File: config.mk
export PLATFORM = sky130hd
export DESIGN_NAME = code_sequencer
export DESIGN_NICKNAME = d
export VERILOG_FILES = /design/src/rtl/code_seq_pkg.sv /design/src/rtl/code_seq_counter.sv /design/src/rtl/code_sequencer.sv
export SDC_FILE = /design/constraint.sdc
export NUM_CORES = 1
export LEC_CHECK = 0
export BUFFER_PORTS_ARGS = -buffer_cell sky130_fd_sc_hd__buf_2
export CAP_MARGIN = 10
export CORE_MARGIN = 1
export CORE_UTILIZATION = 48
export DETAILED_ROUTE_END_ITERATION = 10
export PLACE_DENSITY = 0.75
export SYNTH_ARGS = -nofsm -noshare
export SYNTH_HDL_FRONTEND = slang
export SYNTH_SLANG_ARGS = --single-unit
File: constraint.sdc
create_clock -name Clock -period 1.86 [get_ports Clock]
set_input_delay 0.186 -clock Clock [delete_from_list [all_inputs] [get_ports Clock]]
set_output_delay 0.186 -clock Clock [all_outputs]
set_load 0.05 [all_outputs]
File: src/rtl/code_seq_pkg.sv
// Shared types and helpers for the code sequencer.
// Optional Gray-coded output is selected with CODE_SEQ_GRAY_EN.
package code_seq_pkg;

    typedef enum logic [1:0] {
        ST_IDLE = 2'd0,
        ST_RUN  = 2'd1,
        ST_DONE = 2'd2
    } state_t;

    // Works for any code width up to 32; callers truncate to their width.
    function automatic logic [31:0] bin2gray(input logic [31:0] b);
        return b ^ (b >> 1);
    endfunction

endpackage

File: src/rtl/code_seq_counter.sv
// WIDTH-bit load/up/down/hold counter with natural wrap.
// Exposes the next value so the owner can register a derived form of it.
module code_seq_counter #(
    parameter int WIDTH = 4
) (
    input  logic             clk,
    input  logic             rst_n,
    input  logic             load,
    input  logic [WIDTH-1:0] load_val,
    input  logic             step,
    input  logic             up,
    output logic [WIDTH-1:0] q,
    output logic [WIDTH-1:0] d
);

    always_comb begin
        d = q;
        if (load)
            d = load_val;
        else if (step)
            d = up ? q + WIDTH'(1) : q - WIDTH'(1);
    end

    always_ff @(posedge clk or negedge rst_n) begin
        if (!rst_n)
            q <= '0;
        else
            q <= d;
    end

endmodule

File: src/rtl/code_sequencer.sv
// Sweeps a code from First to Last, one per clock, with Start/Done handshake, Hold and Abort.
// Define CODE_SEQ_GRAY_EN to drive W as the Gray form of the internal binary count.
module code_sequencer
    import code_seq_pkg::*;
#(
    parameter int WIDTH = 4
) (
    input  logic             Clock,
    input  logic             Resetn,
    input  logic             Start,
    input  logic [WIDTH-1:0] First,
    input  logic [WIDTH-1:0] Last,
    input  logic             Up,
    input  logic             Hold,
    input  logic             Abort,
    output logic [WIDTH-1:0] W,
    output logic             En,
    output logic             Busy,
    output logic             Done
);

    state_t           state, state_nx;
    logic [WIDTH-1:0] last_r;
    logic             up_r;
    logic             load, step;
    logic [WIDTH-1:0] cnt_q, cnt_d;

    code_seq_counter #(.WIDTH(WIDTH)) u_cnt (
        .clk      (Clock),
        .rst_n    (Resetn),
        .load     (load),
        .load_val (First),
        .step     (step),
        .up       (up_r),
        .q        (cnt_q),
        .d        (cnt_d)
    );

    always_comb begin
        state_nx = state;
        load     = 1'b0;
        step     = 1'b0;
        case (state)
            ST_IDLE: begin
                if (Start && !Abort) begin
                    state_nx = ST_RUN;
                    load     = 1'b1;
                end
            end
            ST_RUN: begin
                if (Abort)
                    state_nx = ST_IDLE;
                else if (!Hold) begin
                    if (cnt_q == last_r)
                        state_nx = ST_DONE;
                    else
                        step = 1'b1;
                end
            end
            ST_DONE:  state_nx = ST_IDLE;
            default:  state_nx = ST_IDLE;
        endcase
    end

    // Flags are registered from the next state so they line up with the new code.
    always_ff @(posedge Clock or negedge Resetn) begin
        if (!Resetn) begin
            state  <= ST_IDLE;
            last_r <= '0;
            up_r   <= 1'b0;
            En     <= 1'b0;
            Busy   <= 1'b0;
            Done   <= 1'b0;
        end else begin
            state <= state_nx;
            if (load) begin
                last_r <= Last;
                up_r   <= Up;
            end
            En   <= (state_nx == ST_RUN);
            Busy <= (state_nx == ST_RUN);
            Done <= (state_nx == ST_DONE);
        end
    end

`ifdef CODE_SEQ_GRAY_EN
    logic [WIDTH-1:0] w_r;
    logic [31:0]      gray_nx;

    assign gray_nx = bin2gray(32'(cnt_d));

    always_ff @(posedge Clock or negedge Resetn) begin
        if (!Resetn)
            w_r <= '0;
        else
            w_r <= gray_nx[WIDTH-1:0];
    end

    assign W = w_r;
`else
    assign W = cnt_q;
`endif

endmodule

**Word level (Yosys, flattened, before mapping)**

Index checks and enable logic that the tools add are counted.

- Reductions and logical operators: 4
- $add $sub $neg: 2
- Eq/ne operators: 4
- Muxes and demuxes: 14

Operators by type and width:

| cell | count |
|---|---|
| $mux W4 | 3 |
| $mux W2 | 4 |
| $mux W1 | 6 |
| $add A4 B1 Y4 const B | 1 |
| $eq A2 B1 Y1 const B | 2 |
| $eq A4 B4 Y1 | 1 |
| $pmux W2 S2 | 1 |
| $sub A4 B1 Y4 const B | 1 |
| $eq A2 B2 Y1 const B | 1 |
| $logic_not A2 Y1 | 1 |
| $reduce_bool A2 Y1 | 1 |
| $logic_and A1 B1 Y1 | 1 |
| $logic_not A1 Y1 | 1 |

- Output and inout port bits: 7
- Logic and storage cells: 30
- Bits in registers: 13
- Input port bits: 14

**Longest topological paths before layout**

- Depth in word-level cells: 7
- Mapped depth: 6
- Mapped depth without buffers: 6

**By module**

Synthesis repeated with hierarchy kept, for this count alone.

- Cell total of the unflattened synthesis: 62
- Area, all modules: 716.9 um^2

By module, submodules not included:

| module | instances | area an instance (um^2) | seq. area each (um^2) | cells an instance |
|---|---|---|---|---|
| code_sequencer | 1 | 405.4 | 225.2 | 30 |
| code_seq_counter | 1 | 311.5 | 100.1 | 32 |

**Worst setup path before layout**

Ideal clock, no wire load.

- Path type: reg-to-reg
- From: reg u_cnt.q[1]
- To: reg u_cnt.q[3]
- Stages on the path, launching flop included: 6
- Arrival time: 1705 ps
- Buffers on the path: 0
- Path slack: 31 ps
- Path through: dfrtp_1 > ha_1 > a211oi_1 > o21a_1 > o221a_2 > nand2_1

- Cells in the longest elaborated chain, start to end: 6

RTL lines:

| element | RTL line | source |
|---|---|---|
| start: declaration | code_seq_counter.sv:12 | `output logic [WIDTH-1:0] q,` |
| start signal: assignment | code_seq_counter.sv:26 | `q <= '0;` |
| start signal: assignment | code_seq_counter.sv:28 | `q <= d;` |
| $eq A4 B4 Y1 | code_sequencer.sv:54 | `if (cnt_q == last_r)` |
| $mux W1 | code_sequencer.sv:54 |  |
| $mux W1 | code_sequencer.sv:53 | `else if (!Hold) begin` |
| $mux W1 | code_sequencer.sv:51 | `if (Abort)` |
| $mux W1 | code_sequencer.sv:43 | `case (state)` |
| $reduce_bool A2 Y1 (no line) | n/a |  |

Several ways; a longest one is shown, not always the timed one. The select of a mux whose other input is x is not followed.
A chain may end at the register's enable or synchronous reset.

**Worst setup path in the final report**

- From: reg state[1]
- To: reg u_cnt.q[2]

- Cells in the longest elaborated chain, start to end: 3

RTL lines:

| element | RTL line | source |
|---|---|---|
| start: declaration | code_sequencer.sv:22 | `state_t state, state_nx;` |
| start signal: assignment | code_sequencer.sv:75 | `state <= state_nx;` |
| $eq A2 B1 Y1 or $logic_not A2 Y1 (tied branches) | code_sequencer.sv:43 |  |
| $mux W1 | code_sequencer.sv:43 |  |
| $reduce_bool A2 Y1 (no line) or $mux W4 (tied branches) | n/a |  |

Several ways; a longest one is shown, not always the timed one.

==> summary.md <==
| Metric | Value |
|---|---|
| Outcome | `finished, final reports clean` |
| PwrDens | `1580 nW/um^2` |
| Clock buffer count from CTS | `3` |
| Least-Margin Pin Slew | `369 ps` |
| Fillers | `114` |
| Final Cycle Share | `0.942` |
| FFs w/ async S/R, synth | `1.00` |
| Final setup fails | `0` |
| # IOs | `21` |
| Delay-heaviest family, CP | `simple AND/OR/NAND/NOR gates` |
| Count leader, synth | `nand2_1` |
| Crit path required time | `2030 ps` |
| Synth top area share | `0.464` |
| Primary FF master, synth | `dfrtp_1` |
| Worst r2r path cells | `4` |
| CP endpoint kind | `flop` |
| Avg WL per Cell | `12.5 um` |
| Vias in the first global route | `544` |
| CP bufs+invs | `0` |
| Dpl cells | `105` |
| Sequential area share after synthesis | `0.464` |
| Root buf cell | `clkbuf_4` |
| Layout cell share with drive strength beyond 1 | `0.295` |
| Crit path kind | `reg2reg` |
| R2r setup slk | `110 ps` |
| GP Congestion | `0.774` |
| Via-per-instance ratio | `5.49` |
| Drt first pass iters | `4` |
| First-pass GRT wire length | `2180 um` |
| PortBufs | `20` |
| Synth warnings | `0` |
| Switch Pwr | `647 uW` |
| Initial antenna violation count | `0` |
| Post-Route WL | `1370 um` |
| R2r startpoint | `state[1]` |
| Yosys cell types | `22` |
| Most frequent cells after synthesis | `nand2_1, dfrtp_1, nor2_1, xnor2_1, o211ai_1` |
| Multi-input combinational cell area | `353 sq um` |
| Final net count | `113` |
| Post-CTS Setup Repair Bufs | `0` |
| EDFF count, synth | `0` |
| Die ar. | `1620 sq um` |
| Switching Share | `0.480` |
| Crit path max-delay cell type | `or4b_4` |
| Initial DRC count | `18` |
| N_diodes | `0` |
| Layout area overhead | `22.1%` |
| Leading cell types by total area after synthesis | `dfrtp_1, nand2_1, xnor2_1` |
| Slew HR | `0.753` |
| RSZ-0062 raised after global routing | `no` |
| CTS max path bufs | `2` |
| Slowest cell delay on critical path | `570 ps` |
| Hold Path Stages | `3` |
| Vias | `604` |
| Die H | `40.2 um` |
| Worst-path maximum fanout | `7` |
| Clock latency on the worst-skew pair | `280 ps` |
| Clk pwr share | `0.132` |
| GR Overflow Total | `0` |
| Register bit count reported by yosys | `13` |
| Final hold slack | `93.5 ps` |
| Yosys top cell by area | `dfrtp_1` |
| Internal | `702 uW` |
| ANT nets after route | `0` |
| Min cycle time layout | `1750 ps` |
| Cts repair resizes | `0` |
| Post-Syn Instances | `71` |
| Leak Pwr | `0.000428 uW` |
| Crit path cell chain | `or4b_4 -> a41oi_4 -> nor2_1 -> a221o_1` |
| Syn Area/Cell | `9.87 sq um` |
| Hold worst-path end | `last_r[0]` |
| Syn Std Cell Area | `701 sq um` |
| Die X-Extent | `40.2 um` |
| Crit path launch type | `flop` |
| Worst-path clk slew | `80 ps` |
| R2R Path End | `u_cnt.q[2]` |
| Rows | `13` |
| Syn_nets | `88` |
| Largest net degree at the start of global routing | `14` |
| Max VDD drop | `1.17 mV` |
| CTS tree | `built` |
| WP depth | `4` |
| Maximum clock rate | `0.571 GHz` |
| CTS sink count | `13` |
| Min-delay src | `Last[0]` |
| DRC Markers | `0` |
| Worst Slack Setup Final | `108 ps` |
| Logic gate share of total power | `0.537` |
| Overall routing resource usage | `0.213` |
| Starting Density | `0.525` |
| HP Class | `in2reg` |
| Max cap viols | `0` |
| Final Core Density | `0.642` |
| Final Non-Filler Cells | `110` |
| Slew Limit Fails | `0` |
| Final HPWL DP | `1030 um` |
| WP data arrival | `1920 ps` |
| Worst setup path start | `state[1]` |
| CTS H-Tree Depth | `1` |
| FF/Latch Area | `325 sq um` |
| Final clock skew | `0.595 ps` |
| Flop pwr share | `0.331` |
| Core area | `1330 sq um` |
| DP Worst Slack | `98.3 ps` |
| Sum Neg Setup Slack | `0 ps` |
| Final Hold Fails | `0` |
[metrics by stage]
| step | total power, uW | area (sq um) |
|---|---|---|
| global placement | 1150 | 820 |
| global route | 1450 | 856 |
| finish | 1350 | 856 |
| CTS | 1350 | 856 |
| detailed placement | 1170 | 820 |
| floorplan | 1000 | 701 |
[layout make-up]
class,count,share of cell area
clock buffers,4,0.0307
inverters,2,0.00877
multi-input cells,53,0.412
flip-flops and latches,13,0.380
well taps,15,0.0219
repair buffers,23,0.146
[worst reg2reg max path: stages, from the launching register on]
cell     delay, ps
dfrtp_1        410
or4b_4         570
a41oi_4        300
nor2_1         100
a221o_1        270
[sequential cells by signal, indices dropped and copies added (netlist names)]
name and flops:
Busy 1, Done 1, up_r 1, state 2, last_r 4, u_cnt.q 4
[cell families after synthesis]
kind of cell,Yosys count,share of synthesized area
AOI/OAI and AO/OA,12,0.159
xor gates and xnor gates,6,0.0750
adders and majority gates,3,0.0643
buffers and inverters,5,0.0322
DFF,13,0.464
and+or+nand+nor,32,0.205
[worst max path at each step]
stage,end,slack (ps)
global route,u_cnt.q[3],30
global placement,u_cnt.q[1],180
finish,u_cnt.q[2],110
detailed placement,u_cnt.q[2],100
CTS,u_cnt.q[2],110
floorplan,u_cnt.q[3],30
[power by group through the flow]
stage                     clock [uW]  combinational (uW)  sequential, uW
after floorplan                    0                 391             612
after CTS                        180                 728             444
final                            178                 724             446
after detailed placement           0                 723             448
after global placement             0                 706             447
after global routing             195                 797             454
[cells in the final DEF, fill, tap and decap left out, types with 2 or more instances in the layout]
cell type	n
clkbuf_4	3
a221o_1	2
xnor2_1	5
nor2_1	7
inv_1	2
nand2_1	21
dfrtp_1	13
buf_2	20
buf_4	2
o211ai_1	3
o21ai_0	2
ha_1	2
[layer usage]
| metal | global-route usage | up-vias | routed length, um |
|---|---|---|---|
| met5 | 0 | - | 0 |
| met2 | 0.323 | 16 | 632 |
| li1 | - | 292 | - |
| met3 | 0.0667 | 4 | 49 |
| met4 | 0.108 | 0 | 33 |
| met1 | 0.272 | 292 | 656 |
[repair_timing]
item	CTS	global route
hold buffers	1	0
hold endpoints to repair	13	0
setup endpoints to repair	0	0
Power figures use the tool's default switching activity.
